## src/rtl/memtest_pll_sweep.sv

```systemverilog
// Steps a PLL through a ROM-held frequency table over its reconfiguration port,
// retries on lock timeout, and keeps minute/second counters for the memory test.
module memtest_pll_sweep #(
  parameter int NUM_ENTRIES = 38,
  parameter int IDX_W       = 6,
  parameter int CLK_HZ      = 50000000,
  parameter int GAP_CYC     = 8,
  parameter int LOCK_TMO    = 1000000,
  parameter int MAX_RETRY   = 3
) (
  input  logic             clk,
  input  logic             reset,
  input  logic             cmd_up,
  input  logic             cmd_down,
  input  logic             cmd_retest,
  input  logic             cmd_auto,
  input  logic             step_ok,
  output logic [IDX_W-1:0] rom_idx,
  input  logic [31:0]      rom_m,
  input  logic [31:0]      rom_k,
  input  logic [31:0]      rom_c,
  output logic [5:0]       mgmt_address,
  output logic [31:0]      mgmt_writedata,
  output logic             mgmt_write,
  input  logic             mgmt_waitrequest,
  input  logic             pll_locked,
  output logic             pll_reset,
  output logic             busy,
  output logic             auto_mode,
  output logic             sweep_done,
  output logic             error,
  output logic [15:0]      elapsed_bcd,
  output logic [2:0]       sec_cnt
);

  localparam longint unsigned MIN_CYC = 64'd60 * 64'(CLK_HZ);
  localparam int SEC_W = $clog2(CLK_HZ + 1);
  localparam int MIN_W = $clog2(MIN_CYC + 1);
  localparam int TMO_W = $clog2(LOCK_TMO + 1);
  localparam int GAP_W = $clog2(GAP_CYC + 1);
  localparam int RTY_W = $clog2(MAX_RETRY + 1);
  localparam logic [IDX_W-1:0] LAST = IDX_W'(NUM_ENTRIES - 1);

  typedef enum logic [2:0] {IDLE, WR, GAP, PRST, WLOCK, ERR} state_e;

  state_e           state_q;
  logic [IDX_W-1:0] pos_q, pos_d;
  logic             auto_q, auto_d, done_q, done_d, err_q;
  logic [2:0]       wr_idx_q, tbl_idx;
  logic             mw_q, restart_q, pll_rst_q, prst_q;
  logic [5:0]       addr_q, wr_addr;
  logic [31:0]      data_q, wr_data;
  logic [GAP_W-1:0] gap_q;
  logic [TMO_W-1:0] tmo_q;
  logic [RTY_W-1:0] retry_q;
  logic             cmd_acc;

  logic [SEC_W-1:0] sec_presc_q;
  logic [MIN_W-1:0] min_presc_q;
  logic [2:0]       sec_q;
  logic [15:0]      elapsed_q;

  // Leaving GAP preloads the next write, so the table is indexed one ahead there.
  assign tbl_idx = wr_idx_q + 3'(state_q == GAP);

  always_comb begin
    wr_addr = '0;
    wr_data = '0;
    case (tbl_idx)
      3'd0: begin wr_addr = 6'd0; wr_data = '0;           end
      3'd1: begin wr_addr = 6'd4; wr_data = rom_m;        end
      3'd2: begin wr_addr = 6'd7; wr_data = rom_k;        end
      3'd3: begin wr_addr = 6'd3; wr_data = 32'h0001_0000; end
      3'd4: begin wr_addr = 6'd5; wr_data = rom_c;        end
      3'd5: begin wr_addr = 6'd9; wr_data = 32'd1;        end
      3'd6: begin wr_addr = 6'd8; wr_data = 32'd7;        end
      default: begin wr_addr = 6'd2; wr_data = '0;        end
    endcase
  end

  always_comb begin
    cmd_acc = 1'b0;
    pos_d   = pos_q;
    auto_d  = auto_q;
    done_d  = done_q;
    if (cmd_auto) begin
      cmd_acc = 1'b1;
      pos_d   = '0;
      auto_d  = 1'b1;
      done_d  = 1'b0;
    end else if (cmd_retest) begin
      cmd_acc = 1'b1;
      auto_d  = 1'b0;
    end else if (cmd_up) begin
      if (pos_q < LAST) begin
        cmd_acc = 1'b1;
        pos_d   = pos_q + 1'b1;
        auto_d  = 1'b0;
      end
    end else if (cmd_down) begin
      if (pos_q != '0) begin
        cmd_acc = 1'b1;
        pos_d   = pos_q - 1'b1;
        auto_d  = 1'b0;
      end
    end
  end

  always_ff @(posedge clk or posedge reset) begin
    if (reset) begin
      state_q   <= WR;
      pos_q     <= '0;
      auto_q    <= 1'b1;
      done_q    <= 1'b0;
      err_q     <= 1'b0;
      wr_idx_q  <= '0;
      mw_q      <= 1'b0;
      addr_q    <= '0;
      data_q    <= '0;
      pll_rst_q <= 1'b0;
      prst_q    <= 1'b0;
      gap_q     <= '0;
      tmo_q     <= '0;
      retry_q   <= '0;
      restart_q <= 1'b0;
    end else begin
      pos_q  <= pos_d;
      auto_q <= auto_d;
      done_q <= done_d;
      if (cmd_acc) begin
        err_q     <= 1'b0;
        pll_rst_q <= 1'b0;
        retry_q   <= '0;
      end
      // A pending handshake must complete first; the WR branch then restarts.
      if (cmd_acc && !(state_q == WR && mw_q)) begin
        state_q   <= WR;
        wr_idx_q  <= '0;
        restart_q <= 1'b0;
      end else begin
        case (state_q)
          IDLE: begin
            if (auto_q && step_ok) begin
              if (pos_q < LAST) begin
                pos_q    <= pos_q + 1'b1;
                state_q  <= WR;
                wr_idx_q <= '0;
              end else begin
                auto_q <= 1'b0;
                done_q <= 1'b1;
              end
            end
          end
          WR: begin
            if (!mw_q) begin
              mw_q   <= 1'b1;
              addr_q <= wr_addr;
              data_q <= wr_data;
            end else if (!mgmt_waitrequest) begin
              mw_q <= 1'b0;
              if (cmd_acc || restart_q) begin
                restart_q <= 1'b0;
                wr_idx_q  <= '0;
              end else begin
                state_q <= GAP;
                gap_q   <= '0;
              end
            end else if (cmd_acc) begin
              restart_q <= 1'b1;
            end
          end
          GAP: begin
            if (gap_q == GAP_W'(GAP_CYC - 1)) begin
              if (wr_idx_q == 3'd7) begin
                state_q   <= PRST;
                pll_rst_q <= 1'b1;
                prst_q    <= 1'b0;
              end else begin
                state_q  <= WR;
                wr_idx_q <= wr_idx_q + 3'd1;
                mw_q     <= 1'b1;
                addr_q   <= wr_addr;
                data_q   <= wr_data;
              end
            end else begin
              gap_q <= gap_q + 1'b1;
            end
          end
          PRST: begin
            if (prst_q) begin
              pll_rst_q <= 1'b0;
              state_q   <= WLOCK;
              tmo_q     <= '0;
            end else begin
              prst_q <= 1'b1;
            end
          end
          WLOCK: begin
            if (pll_locked) begin
              state_q <= IDLE;
              retry_q <= '0;
            end else if (tmo_q == TMO_W'(LOCK_TMO - 1)) begin
              if (retry_q == RTY_W'(MAX_RETRY - 1)) begin
                state_q <= ERR;
                err_q   <= 1'b1;
                retry_q <= '0;
              end else begin
                retry_q  <= retry_q + 1'b1;
                state_q  <= WR;
                wr_idx_q <= '0;
              end
            end else begin
              tmo_q <= tmo_q + 1'b1;
            end
          end
          ERR: ;
          default: state_q <= IDLE;
        endcase
      end
    end
  end

  function automatic logic [15:0] bcd_inc(input logic [15:0] v);
    logic [15:0] r;
    logic        carry;
    r     = v;
    carry = 1'b1;
    for (int unsigned i = 0; i < 4; i++) begin
      if (carry) begin
        if (r[4*i +: 4] == 4'd9) begin
          r[4*i +: 4] = 4'd0;
        end else begin
          r[4*i +: 4] = r[4*i +: 4] + 4'd1;
          carry       = 1'b0;
        end
      end
    end
    return r;
  endfunction

  always_ff @(posedge clk or posedge reset) begin
    if (reset) begin
      sec_presc_q <= '0;
      sec_q       <= '0;
      min_presc_q <= '0;
      elapsed_q   <= '0;
    end else begin
      if (sec_presc_q == SEC_W'(CLK_HZ - 1)) begin
        sec_presc_q <= '0;
        sec_q       <= sec_q + 3'd1;
      end else begin
        sec_presc_q <= sec_presc_q + 1'b1;
      end
      if (busy) begin
        min_presc_q <= '0;
        elapsed_q   <= '0;
      end else if (min_presc_q == MIN_W'(MIN_CYC - 1)) begin
        min_presc_q <= '0;
        elapsed_q   <= bcd_inc(elapsed_q);
      end else begin
        min_presc_q <= min_presc_q + 1'b1;
      end
    end
  end

  assign busy           = (state_q != IDLE) && (state_q != ERR);
  assign rom_idx        = pos_q;
  assign mgmt_address   = addr_q;
  assign mgmt_writedata = data_q;
  assign mgmt_write     = mw_q;
  assign pll_reset      = pll_rst_q;
  assign auto_mode      = auto_q;
  assign sweep_done     = done_q;
  assign error          = err_q;
  assign elapsed_bcd    = elapsed_q;
  assign sec_cnt        = sec_q;

endmodule

```

## config.mk

```make
export PLATFORM = sky130hd
export DESIGN_NAME = memtest_pll_sweep
export DESIGN_NICKNAME = d
export VERILOG_FILES = /design/src/rtl/memtest_pll_sweep.sv
export SDC_FILE = /design/constraint.sdc
export NUM_CORES = 1
export LEC_CHECK = 0
export CORE_MARGIN = 1
export CORE_UTILIZATION = 40
export CTS_CLUSTER_SIZE = 10
export DETAILED_ROUTE_END_ITERATION = 10
export HOLD_SLACK_MARGIN = 0.12
export PLACE_DENSITY = 0.7
export SLEW_MARGIN = 20
export SYNTH_ARGS = -nofsm -noshare
export SYNTH_HDL_FRONTEND = slang
export SYNTH_SLANG_ARGS = --single-unit
```

## constraint.sdc

```tcl
create_clock -name clk -period 14 [get_ports clk]
set_clock_uncertainty 0.2 [all_clocks]
set_input_delay 2.8 -clock clk [delete_from_list [all_inputs] [get_ports clk]]
set_output_delay 2.8 -clock clk [all_outputs]
set_load 0.005 [all_outputs]
```

# Yosys cells after proc, flatten, opt, wreduce, memory -nomap -nowiden
# Cells that the tools add are included.
dict set report totals {
  regBits 160
  out_inout_bits 69
}
dict set report op_classes {
  order_cmp 1
  n_eq_ne 48
  mux 130
  bitwise 1
  add_sub_neg 14
  n_reduce_logical 32
}
# op n
set op_table {}
lappend op_table {{one-hot mux 32 bit (6 select lines)} 1}
lappend op_table {{two-way mux 32 bit} 5}
lappend op_table {{two-way mux 6 bit} 13}
lappend op_table {{two-way mux 3 bit} 22}
lappend op_table {{one-hot mux 32 bit (2 select lines)} 1}
lappend op_table {{two-way mux 20 bit} 3}
lappend op_table {{two-way mux 1 bit} 55}
lappend op_table {{two-way mux 4 bit} 11}
lappend op_table {{one-hot mux 20 bit (2 select lines)} 1}
lappend op_table {{adder 32 x 1 -> 32 bit (second input constant)} 1}
lappend op_table {{== test 32 bit (second input constant)} 1}
lappend op_table {{two-way mux 16 bit} 2}
lappend op_table {{one-hot mux 4 bit (7 select lines)} 1}
lappend op_table {{!= test 3 bit (second input constant)} 9}
lappend op_table {{adder 26 x 1 -> 26 bit (second input constant)} 1}
lappend op_table {{== test 26 bit (second input constant)} 1}
lappend op_table {{two-way mux 26 bit} 1}
lappend op_table {{adder 20 x 1 -> 20 bit (second input constant)} 1}
lappend op_table {{adder 4 x 1 -> 4 bit (second input constant)} 5}
lappend op_table {{== test 20 bit (second input constant)} 1}
lappend op_table {{!= test 2 bit (second input constant)} 10}
lappend op_table {{== test 3 bit (second input constant)} 6}
lappend op_table {{one-hot mux 3 bit (6 select lines)} 1}
lappend op_table {{nonzero test 2 bit} 9}
lappend op_table {{other kinds (34)} 64}

# Logic depth before layout (Yosys ltp)
# Gate-level depths: netlist of run 1.
dict set report depth {
  ltp_word 13
  depth_mapped 13
  mapped_depth_nobuf 9
}

# Worst setup path before layout of run 1
# No wires, ideal clock.
dict set report synth_path {
  path_kind {in2reg}
  start {in pll_locked}
  end {reg tmo_q[19]}
  arrival_time_ns 4.477
  setup_ns 0.078
  cell_stages 6
  slack_ns 9.245
  path_buffers 0
  t_required_ns 13.722
  path_cell_list {nor4b_4 o221ai_2 or3_4 or4_1 or3_1 a21oi_1}
}
dict set report synth_between {
  elab_chain_cells 2
}
# element line_no
set synth_rtl {}
lappend synth_rtl {{start, declared} 26} ;# input logic pll_locked,
lappend synth_rtl {{!= test 2 bit (no line)} -}
lappend synth_rtl {{AND reduction 5 bit (no line)} -}
lappend synth_rtl {{end signal, assigned} 213} ;# tmo_q <= tmo_q + 1'b1;
lappend synth_rtl {{end, declared} 54} ;# logic [TMO_W-1:0] tmo_q;
# Every way passes these cells.
# A chain may end at the register's enable or synchronous reset.

# Final worst setup path of run 1
dict set report layout_path {
  start {in cmd_up}
  end {reg addr_q[0] (netlist: mgmt_address[0])}
}
dict set report layout_between {
  elab_chain_cells 6
}
# element line_no
set layout_rtl {}
lappend layout_rtl {{start, declared} 13} ;# input logic cmd_up,
lappend layout_rtl {{two-way mux 1 bit} 94} ;# end else if (cmd_up) begin
lappend layout_rtl {{two-way mux 1 bit} 91} ;# end else if (cmd_retest) begin
lappend layout_rtl {{two-way mux 1 bit} 86} ;# if (cmd_auto) begin
lappend layout_rtl {{logical AND 1 bit} 136} ;# if (cmd_acc && !(state_q == WR && mw_q)) begin
lappend layout_rtl {{inverter 1 bit (no line)} -}
lappend layout_rtl {{AND reduction 5 bit (no line)} -}
lappend layout_rtl {{end signal, assigned} 157} ;# addr_q <= wr_addr;
lappend layout_rtl {{end signal, assigned} 182} ;# addr_q <= wr_addr;
lappend layout_rtl {{end, declared} 51} ;# logic [5:0] addr_q, wr_addr;
# Every way passes these cells.

==> impl_summary.txt, run 1 <==
----------------------------------------------------
[Outcome]
  Run status ... finished clean

[Clocking]
  Clk root buf ... sky130_fd_sc_hd__clkbuf_16
  CTS H-tree lvls ... 4
  Clock tree from TritonCTS ... built
  Setup fix buffers added after clock tree synthesis ... 0
  Maximum buffer depth of the clock tree ... 2
  TritonCTS Buffers ... 17
  CTS sink count ... 158
  Hold buffer count at cts ... 0
  Cells resized by post-CTS repair ... 0
  Clock-pin slew of the registers on the worst-case setup and hold paths ... 0.08 ns
  Clk Latency, worst-skew pair ... 0.43 ns

[Power]
  Sequential fraction of design power ... around 43%
  Combinational Power Share ... 21.7%
  Worst-case vdd ir drop ... 0.05799 mV
  Power density over the cells ... around 120 nW/um2
  Portion of total power attributed to the clock network ... 35.1%
  Net switching component of the power ... 380.9 uW
  Total chip power ... 1299 uW
  Int Pwr ... 918.2 uW
  Sw frac ... just under 30%
  Leak Pwr ... 0.004562 uW

[Drt]
  Routed wire length ... ~21000 um
  First-pass DRT Iterations ... 4
  Via-per-instance ratio ... 5.459
  ANT nets after route ... 0
  Average detailed-routed wire length per instance ... 15.07 um
  DRC violation count after routing ... 0
  Number of DRC markers in iteration 0 ... 353
  Vias ... between 7000 and 8000

[Critical path]
  Worst-path cell chain ... clkdlybuf4s50_1 -> nand2b_1 -> o211ai_1 -> a211oi_2 -> o21a_2 -> buf_4 -> mux2_2
  Register-to-register setup slack ... 10.37 ns
  Worst Setup Start Kind ... input port
  Arrival time of data at the critical path endpoint ... roughly 5.8 ns
  Worst Path Max Fanout ... 70
  Worst path max stage delay ... 0.72 ns
  Number of cells on the worst reg-to-reg path ... 11
  Required time reported for the critical path endpoint ... 14.11 ns
  Worst reg2reg endpoint ... mgmt_writedata[25]
  Worst-path cell with the longest stage delay ... sky130_fd_sc_hd__clkdlybuf4s50_1
  Reg-to-reg critical path startpoint ... state_q[0]
  Type of element capturing the critical path ... register
  Worst Path Class, Setup ... in2reg

[Hold path]
  WHS Path Cells ... 1
  Worst min-delay path startpoint ... sec_presc_q[24]
  Hold Path Sink ... sec_presc_q[24]
  Hold Path Class ... reg2reg

[Layout]
  Share of cells above drive strength 1 ... 6.454%
  Number of nets in the finished design ... 1236
  Filler cells ... 1921
  Number of diodes ... 0
  Synth-to-layout area growth ... 28.90%

[Synth]
  Proportion of netlist area held by the largest area contributor ... 44.58%
  Top post-synthesis cells by count ... 156 x sky130_fd_sc_hd__dfrtp_1, 126 x sky130_fd_sc_hd__nor2_1, 70 x sky130_fd_sc_hd__nand2_1
  Top cells by area in the synthesized netlist ... sky130_fd_sc_hd__dfrtp_1 45%, sky130_fd_sc_hd__nor2_1 5.4%, sky130_fd_sc_hd__xor2_1 4.3%, sky130_fd_sc_hd__a21oi_1 3.9%, sky130_fd_sc_hd__o21ai_0 3.1%
  Most area-hungry cell type in the Yosys netlist ... sky130_fd_sc_hd__dfrtp_1
  Number of register bits inferred by synthesis ... 158
  Syn Area/Cell ... between 9 and 10 um2
  Cell with the most instances after synthesis ... sky130_fd_sc_hd__dfrtp_1
  Number of instances in the synthesized netlist ... 967
  Post-synth EDFFs ... 0
  Dominant register cell in the synthesized netlist ... sky130_fd_sc_hd__dfrtp_1
  Yosys warns ... 0
  Async S/R FF share, synth ... 100.0%
  Number of distinct library cells after synthesis ... 74
  Sequential element share of the synthesized area ... 45.18%
  Combined area of all synthesized cells ... 8757 um2

[GRT]
  Global route overflow ... 0
  Number of global-route vias before repair ... between 7000 and 8000
  Pin count of the biggest net entering global routing ... 106
  Antenna violations before repair ... 0
  Global-route total usage across every layer ... 19.40%
  First-pass GRT wire length ... between 30000 and 40000 um

[Run]
  Count of maximum capacitance violations ... 0

[Timing]
  Relative slew slack ... 35.53%
  Total negative slack ... 0 ns
  Smallest hold slack ... just under 0.3 ns
  Fin. Hold Viols ... 0
  Ratio of final minimum period to clock period ... 40.68%
  RSZ-0062 raised after global routing ... false
  Fmax ... around 180 MHz
  Time the worst path needs with I/O delays and setup ... approximately 5.7 ns
  Max-slew violations ... 0
  Number of setup violations in the final report ... 0
  Pin slew with the least headroom to its limit ... roughly 0.96 ns

[Die]
  DIE HEIGHT ... between 100 and 150 um
  Placeable core region ... 21220 um2
  Die footprint ... 22490 um2
  Boundary Pins ... between 150 and 200
  FP Rows ... 53
  Initial core utilization ... about two fifths
  Die X-Extent ... 150.0 um

[Place]
  Final HPWL DP ... 14910 um
  Routability Congestion ... 0.8563
  # port buffers ... about 170

----------------------------------------------------
[metrics by stage]
stage               util [%]  std cells  setup slack, ns  instance area, um2
floorplan                  -        968            6.740                8761
global placement       50.41       1373            7.833               10700
detailed placement     50.41       1373            7.764               10700
CTS                    53.16       1405            8.201               11280
global route           53.20       1406            8.099               11290
finish                 53.20       1406            8.304               11290
[per-layer routing]
| metal | share of wire, % | GRT usage, % | vias to the layer above | wire length (um) |
|---|---|---|---|---|
| met5 | 0 | 0 | - | 0 |
| met4 | 1.3 | 5.859 | 0 | 280 |
| met3 | 5.8 | 4.726 | 19 | 1229 |
| met2 | 48 | 31.78 | 232 | 10130 |
| met1 | 45 | 25.22 | 3637 | 9541 |
| li1 | - | - | 3787 | - |
[state kept, by name, indices dropped and copies added, names as in the netlist, 2 cells and up]
name and flops:
gap_q 4, tmo_q 20, state_q 3, wr_idx_q 3, sec_presc_q 26, rom_idx 6, min_presc_q 32, elapsed_bcd 16
mgmt_writedata 32, sec_cnt 3, mgmt_address 4, retry_q 2
[how the worst max path moves through the flow]
stage          startpoint              end  slack [ns]  cells after the start
2_1_floorplan       reset   elapsed_bcd[0]        6.74                      1
3_3_place_gp       cmd_up        tmo_q[18]        7.83                      7
3_5_place_dp       cmd_up        tmo_q[11]        7.76                      7
4_1_cts            cmd_up        tmo_q[11]        8.20                      7
5_1_grt            cmd_up        tmo_q[11]        8.10                      8
6_report           cmd_up  mgmt_address[0]        8.30                      7
[power groups by stage]
stage	clock network [uW]	logic, uW	registers (uW)
floorplan	0	115	564
global placement	0	283	566
detailed placement	0	284	567
CTS	467	284	561
global route	487	315	570
finish	456	281	561
[cell usage in the layout (no fill, tap or decap), types with 21 or more instances in the layout]
cell type / n
sky130_fd_sc_hd__nand3_1: 54
sky130_fd_sc_hd__a22o_1: 23
sky130_fd_sc_hd__nand2_1: 70
sky130_fd_sc_hd__nor2_1: 126
sky130_fd_sc_hd__inv_1: 21
sky130_fd_sc_hd__a22oi_1: 36
sky130_fd_sc_hd__xor2_1: 42
sky130_fd_sc_hd__nand4_1: 27
sky130_fd_sc_hd__o21ai_0: 55
sky130_fd_sc_hd__clkdlybuf4s50_1: 171
sky130_fd_sc_hd__xnor2_1: 27
sky130_fd_sc_hd__dfrtp_1: 156
sky130_fd_sc_hd__a21oi_1: 69
[logic make-up (layout without fill, tap and decap cells)]
| logic type | after synthesis | in the layout | synth area share (%) |
|---|---|---|---|
| fa+ha+maj | 13 | 13 | 1.857 |
| compound gates | 229 | 229 | 17.12 |
| buf+inv | 76 | 239 | 3.600 |
| simple gates | 413 | 413 | 24.36 |
| other cells | 1 | 2 | 0.04282 |
| flops | 158 | 158 | 45.18 |
| mux | 7 | 7 | 0.8430 |
| xor+xnor | 70 | 70 | 7.001 |
[critical path, delay by kind of cell]
family | cells | cell delay [ns]
muxes | 1 | 0.40
buffers and inverters | 2 | 1.23
and+or+nand+nor | 1 | 0.18
AOI/OAI and AO/OA | 3 | 1.12
[cell type report]
type / instances / area, um2 / share of cell area [%]
clock buffer: 17 / 425.4 / 3.769
sequential: 158 / 3956 / 35.05
clock inverter: 15 / 158.9 / 1.408
inverter: 23 / 91.34 / 0.8091
timing repair buffer: 184 / 1809 / 16.03
tap: 275 / 344.1 / 3.048
multi-input combinational: 734 / 4503 / 39.89
(Power assumes the default switching activity.)
==> run 2, diff against run 1 <==
PLACE_DENSITY = 0.72   (was 0.7)
clock period = 4.78 ns   (was 14 ns; I/O delays follow)
==> run 2 against run 1 <==
First-iteration DRC count rose by 41%; setup slack got worse by 7.1 ns; global-route usage grew 0.27 points; final area increased by 0.59%; highest routed layer unchanged.
==> impl_summary.txt, run 2 (same netlist as run 1, synthesis figures left out) <==
----------------------------------------------------
[Outcome]
  Run status ... finished clean

[Place]
  Routability Congestion ... 0.8820 (+3.0%)
  Final HPWL DP ... 15410 um (+3.3%)
  Placement Cell Area ... 10750 um2 (+0.53%)
  # port buffers ... 171 (unchanged)
  Worst-case setup slack after placement ... 0.6895 ns (-7.075 ns)

[Critical path]
  Most frequent CP cell ... sky130_fd_sc_hd__ha_1
  Worst-path cell with the longest stage delay ... sky130_fd_sc_hd__dfstp_2
  Type of element capturing the critical path ... register
  Arrival time of data at the critical path endpoint ... 3.68 ns (-2.13 ns)
  Worst path max stage delay ... 0.69 ns (-0.03 ns)
  Worst-path cell chain ... or3b_1 -> clkinv_1 -> ha_1 -> ha_1 -> xor2_2 -> nor2_1 -> buf_4 -> a22o_1 -> a22oi_1 -> a21oi_1
  Worst Setup Start Kind ... register
  Worst Path Class, Setup ... reg2reg
  Worst Path Max Fanout ... 19 (-73%)
  Required time reported for the critical path endpoint ... 4.88 ns (-9.23 ns)

[Clocking]
  Clk Latency, worst-skew pair ... 0.43 ns (about the same)
  Clock tree from TritonCTS ... built
  CTS H-tree lvls ... 4 (unchanged)
  Clock-pin slew of the registers on the worst-case setup and hold paths ... 0.07 ns (about the same)
  Setup fix buffers added after clock tree synthesis ... 0 (unchanged)
  Clk root buf ... sky130_fd_sc_hd__clkbuf_16
  Cells resized by post-CTS repair ... 0 (unchanged)
  Hold buffer count at cts ... 0 (unchanged)
  Maximum buffer depth of the clock tree ... 2 (unchanged)
  TritonCTS Buffers ... 17 (unchanged)
  CTS sink count ... 158 (unchanged)

[Die]
  FP Rows ... 53 (unchanged)
  Initial core utilization ... 41.27% (unchanged)
  Die X-Extent ... 150.0 um (unchanged)
  Placeable core region ... 21220 um2 (unchanged)
  Boundary Pins ... 174 (unchanged)
  Die footprint ... 22490 um2 (unchanged)
  DIE HEIGHT ... 150.0 um (unchanged)

[Drt]
  Via-per-instance ratio ... 5.457 (about the same)
  DRC violation count after routing ... 0 (unchanged)
  Number of DRC markers in iteration 0 ... 498 (+41%)
  Average detailed-routed wire length per instance ... 15.16 um (+0.59%)
  Routed wire length ... 21400 um (+1.0%)
  ANT nets after route ... 0 (unchanged)
  Vias ... 7705 (+0.39%)
  First-pass DRT Iterations ... 5 (+1)

[Layout]
  Share of the core filled with cells ... 53.51% (+0.31 points)
  Most frequent standard cell in the layout excluding fill and tap cells ... sky130_fd_sc_hd__clkdlybuf4s50_1
  Final cell area excluding filler cells ... 11350 um2 (+0.59%)
  Number of nets in the finished design ... 1242 (+0.49%)
  Share of cells above drive strength 1 ... 6.948% (+0.49 points)
  Most used cells in the layout excluding fill and tap cells ... 171 x sky130_fd_sc_hd__clkdlybuf4s50_1, 156 x sky130_fd_sc_hd__dfrtp_1, 126 x sky130_fd_sc_hd__nor2_1
  Number of diodes ... 0 (unchanged)
  Synth-to-layout area growth ... 29.66%

[Timing]
  Fmax ... 279.3 MHz
  Smallest hold slack ... 0.2796 ns (-0.009089 ns)
  RSZ-0062 raised after global routing ... false
  Total negative slack ... 0 ns (unchanged)
  Number of setup violations in the final report ... 0 (unchanged)
  Time the worst path needs with I/O delays and setup ... ~3.6 ns
  Final worst slack ... 1.199 ns (-7.105 ns)
  Fin. Hold Viols ... 0 (unchanged)
  Relative slew slack ... 31.07% (-4.5 points)
  Pin slew with the least headroom to its limit ... 1.024 ns (+0.06624 ns)
  Ratio of final minimum period to clock period ... 74.91%
  Max-slew violations ... 0 (unchanged)

[GRT]
  First-pass GRT wire length ... 35240 um (+0.85%)
  Global route overflow ... 0 (unchanged)
  Global-route total usage across every layer ... 19.67% (+0.27 points)
  Pin count of the biggest net entering global routing ... 51 (-52%)
  Number of global-route vias before repair ... 7232 (+0.28%)
  Antenna violations before repair ... 0 (unchanged)

[Hold path]
  Hold Path Class ... reg2reg

[Power]
  Leak Pwr ... 0.004595 uW (+0.71%)
  Worst-case vdd ir drop ... 0.1969 mV (+240%)
  Power density over the cells ... 338.0 nW/um2 (+190%)

[Run]
  Count of maximum capacitance violations ... 0 (unchanged)

----------------------------------------------------
## run 2: changes by cell type in the layout (fill, tap and decap cells not counted), sizes merged
cell | previous run | this run
bufinv | 0 | 1
clkinvlp | 0 | 2
clkinv | 5 | 3
inv | 33 | 32
buf | 13 | 19
## run 2: final timing paths
kind                                 from            endpoint  slack [ns]  cells after the start
setup / recovery               state_q[0]  mgmt_writedata[11]        1.20                     10
hold / removal             sec_presc_q[0]      sec_presc_q[0]        0.28                      1
setup reg to reg               state_q[0]  mgmt_writedata[11]        1.20                     10
hold reg to reg            sec_presc_q[0]      sec_presc_q[0]        0.28                      1
max in group asynchronous           reset          state_q[0]        2.66                      3
min in group asynchronous           reset  mgmt_writedata[27]        0.83                      2
## run 2: final cells by class
cell class / instances / area [um2]
sequential: 158 / 3956
timing repair buffer: 190 / 1867
inverter: 23 / 90.09
tap: 275 / 344.1
multi-input combinational: 734 / 4503
clock buffer: 17 / 425.4
clock inverter: 15 / 168.9
fill: 1957 / 9866
## run 2: where the power goes
group	total, uW	internal [uW]	switching [uW]	leakage, uW
combinational	834	479	355	0.00220
clock	1360	748	614	0.000291
sequential	1640	1510	128	0.00210
total	3840	2740	1100	0.00459
## run 2: worst max-delay path, delay by kind of cell, from the launching register on
family                     cells  cell delay (ns)
AOI/OAI and AO/OA              3             0.56
xor gates and xnor gates       1             0.57
adders and majority gates      2             0.52
buffers and inverters          2             0.54
DFF                            1             0.69
and+or+nand+nor                2             0.37
## run 2: stage by stage
| stage | total power [uW] | std cells |
|---|---|---|
| global placement | 2488 | 1379 |
| CTS | 3881 | 1411 |
| detailed placement | 2498 | 1379 |
| floorplan | 1989 | 968 |
| finish | 3838 | 1412 |
| global route | 4033 | 1412 |
## run 2: routing by layer
layer	part of all wire [%]	up-vias	track usage [%]	wire length [um]
met2	48	233	32.64	10350
met4	1.3	0	6.212	284
met5	0	-	0	0
met1	45	3656	25.20	9549
li1	-	3797	-	-
met3	5.7	19	4.695	1217
==> run 3, diff against run 2 <==
clock period = 2.95 ns   (was 4.78 ns; I/O delays follow)
==> run 3 against run 2 <==
Die area unchanged; critical path type unchanged; first-iteration DRC count fell by 14%; critical path depth unchanged; largest power group unchanged; highest routed layer unchanged.
==> impl_summary.txt, run 3 (same netlist as run 1, synthesis figures left out) <==
----------------------------------------------------
[Timing]
  Relative slew slack ... 62.08% (+31 points)
  RSZ-0062 raised after global routing ... false
  Fmax ... 369.5 MHz (+32%)
  Final worst slack ... 0.2438 ns (-0.9556 ns)
  Number of setup violations in the final report ... 0 (unchanged)
  Ratio of final minimum period to clock period ... 91.74% (+17 points)
  Fin. Hold Viols ... 0 (unchanged)
  Time the worst path needs with I/O delays and setup ... 2.706 ns (-0.8744 ns)
  Pin slew with the least headroom to its limit ... 0.5641 ns (-0.4604 ns)
  Max-slew violations ... 0 (unchanged)
  Total negative slack ... 0 ns (unchanged)

[Drt]
  Routed wire length ... 22110 um (+3.3%)
  Vias ... 7935 (+3.0%)
  Average detailed-routed wire length per instance ... 15.17 um (about the same)
  DRC violation count after routing ... 0 (unchanged)
  ANT nets after route ... 0 (unchanged)
  Via-per-instance ratio ... 5.442 (-0.26%)
  Number of DRC markers in iteration 0 ... 429 (-14%)
  First-pass DRT Iterations ... 5 (unchanged)

[Clocking]
  TritonCTS Buffers ... 17 (unchanged)
  Clk root buf ... sky130_fd_sc_hd__clkbuf_16
  Hold buffer count at cts ... 0 (unchanged)
  Clock tree from TritonCTS ... built
  CTS H-tree lvls ... 4 (unchanged)
  CTS sink count ... 158 (unchanged)
  Cells resized by post-CTS repair ... 0 (unchanged)
  Maximum buffer depth of the clock tree ... 2 (unchanged)
  Setup fix buffers added after clock tree synthesis ... 0 (unchanged)
  Clk Latency, worst-skew pair ... 0.43 ns (about the same)
  Clock-pin slew of the registers on the worst-case setup and hold paths ... 0.07 ns (about the same)

[Hold path]
  Hold Path Class ... reg2reg

[Critical path]
  Type of element capturing the critical path ... register
  Crit-path leading delay family ... compound AO/OA/AOI/OAI gates
  Arrival time of data at the critical path endpoint ... 2.87 ns (-0.81 ns)
  Number of buffers and inverters on the critical path ... 2 (unchanged)
  Most frequent CP cell ... sky130_fd_sc_hd__ha_1
  Worst Setup Start Kind ... register
  Register-to-register setup slack ... 0.24 ns (-0.96 ns)
  Worst path max stage delay ... 0.42 ns (-0.27 ns)
  Worst-path cell with the longest stage delay ... sky130_fd_sc_hd__or3b_1
  Worst-path cell chain ... or3b_1 -> clkinv_1 -> ha_1 -> ha_1 -> xor2_2 -> buf_4 -> nand2_1 -> o21ai_0 -> a22oi_1 -> a21oi_1
  Worst Path Class, Setup ... reg2reg
  Worst Path Max Fanout ... 17 (-2)
  Required time reported for the critical path endpoint ... 3.11 ns (-1.77 ns)

[GRT]
  Pin count of the biggest net entering global routing ... 70 (+37%)
  Met3 capacity usage during global routing ... 4.543% (-0.15 points)
  Met1 GRT Util ... 27.51% (+2.3 points)
  First-pass GRT wire length ... 37000 um (+5.0%)
  Layer with the highest usage after global routing ... met2
  Global route overflow ... 0 (unchanged)
  Antenna violations before repair ... 0 (unchanged)
  Number of global-route vias before repair ... 7523 (+4.0%)
  Global-route total usage across every layer ... 20.65% (+0.98 points)
  GR Util met2 ... 33.40% (+0.76 points)

[Die]
  Boundary Pins ... 174 (unchanged)
  Die footprint ... 22490 um2 (unchanged)
  DIE HEIGHT ... 150.0 um (unchanged)
  FP Rows ... 53 (unchanged)
  Initial core utilization ... 41.27% (unchanged)
  Placeable core region ... 21220 um2 (unchanged)
  Die X-Extent ... 150.0 um (unchanged)

[Power]
  Total chip power ... 6303 uW (+64%)
  Worst-case vdd ir drop ... 0.3209 mV (+63%)
  Power density over the cells ... 536.0 nW/um2 (+59%)
  Leak Pwr ... 0.004831 uW (+5.2%)

[Place]
  Routability Congestion ... 0.8959 (+1.6%)
  # port buffers ... 171 (unchanged)
  Worst-case setup slack after placement ... -0.1640 ns (-0.8535 ns)
  Placement Cell Area ... 11180 um2 (+4.0%)
  Final HPWL DP ... 15910 um (+3.3%)

[Layout]
  Number of nets in the finished design ... 1288 (+3.7%)
  Final cell area excluding filler cells ... 11760 um2 (+3.6%)
  Filler cells ... 1980 (+1.2%)
  Most used cells in the layout excluding fill and tap cells ... 171 x sky130_fd_sc_hd__clkdlybuf4s50_1, 156 x sky130_fd_sc_hd__dfrtp_1, 126 x sky130_fd_sc_hd__nor2_1
  Most frequent standard cell in the layout excluding fill and tap cells ... sky130_fd_sc_hd__clkdlybuf4s50_1
  Synth-to-layout area growth ... 34.29%
  Share of cells above drive strength 1 ... 10.57% (+3.6 points)
  Total area of multi-input combinational cells ... 4503 um2 (unchanged)
  Share of the core filled with cells ... 55.42% (+1.9 points)
  Number of diodes ... 0 (unchanged)
  Area occupied by registers ... 3956 um2 (unchanged)

[Outcome]
  Run status ... finished clean

[Run]
  Count of maximum capacitance violations ... 0 (unchanged)

----------------------------------------------------
run 3: changes by cell type in the layout (fill, tap and decap cells not counted), sizes merged:
cell,previous run,this run
clkinvlp,2,3
buf,19,65
clkinv,3,5
inv,32,29
run 3: where the power goes:
part	internal [uW]	switching (uW)
sequential	2450	190
combinational	859	610
clock	1190	997
total	4510	1800
run 3: worst paths after layout:
check                           start                 to  cells after the start
max                        state_q[2]  mgmt_writedata[7]                     10
min                        sec_cnt[2]         sec_cnt[2]                      1
max reg2reg                state_q[2]  mgmt_writedata[7]                     10
min reg2reg                sec_cnt[2]         sec_cnt[2]                      1
max in group asynchronous       reset          auto_mode                      3
min in group asynchronous       reset     sec_presc_q[7]                      3
run 3: per-layer routing:
layer | wire length [um] | share of wire (%)
met1 | 10020 | 45
met2 | 10570 | 48
met4 | 346 | 1.6
met5 | 0 | 0
met3 | 1171 | 5.3
run 3: cell type report:
| type | instances | area share (%) |
|---|---|---|
| Timing Repair Buffer | 236 | 19.45 |
| Clock inverter | 15 | 1.309 |
| Tap cell | 275 | 2.926 |
| Clock buffer | 17 | 3.617 |
| Multi-Input combinational cell | 734 | 38.29 |
| Inverter | 23 | 0.7660 |
| Sequential cell | 158 | 33.64 |
run 3: metrics by stage:
stage | instances | hold WS (ns)
floorplan | 968 | 0.2479
global placement | 1426 | 0.2651
detailed placement | 1426 | 0.2694
CTS | 1458 | 0.2838
global route | 1458 | 0.3154
finish | 1458 | 0.2808
run 3: worst reg2reg max path, delay by kind of cell (launching register included):
family	cells	cell delay, ns
and+or+nand+nor	2	0.50
buffers and inverters	2	0.39
xor gates and xnor gates	1	0.25
DFF	1	0.38
AOI/OAI and AO/OA	3	0.55
adders and majority gates	2	0.38
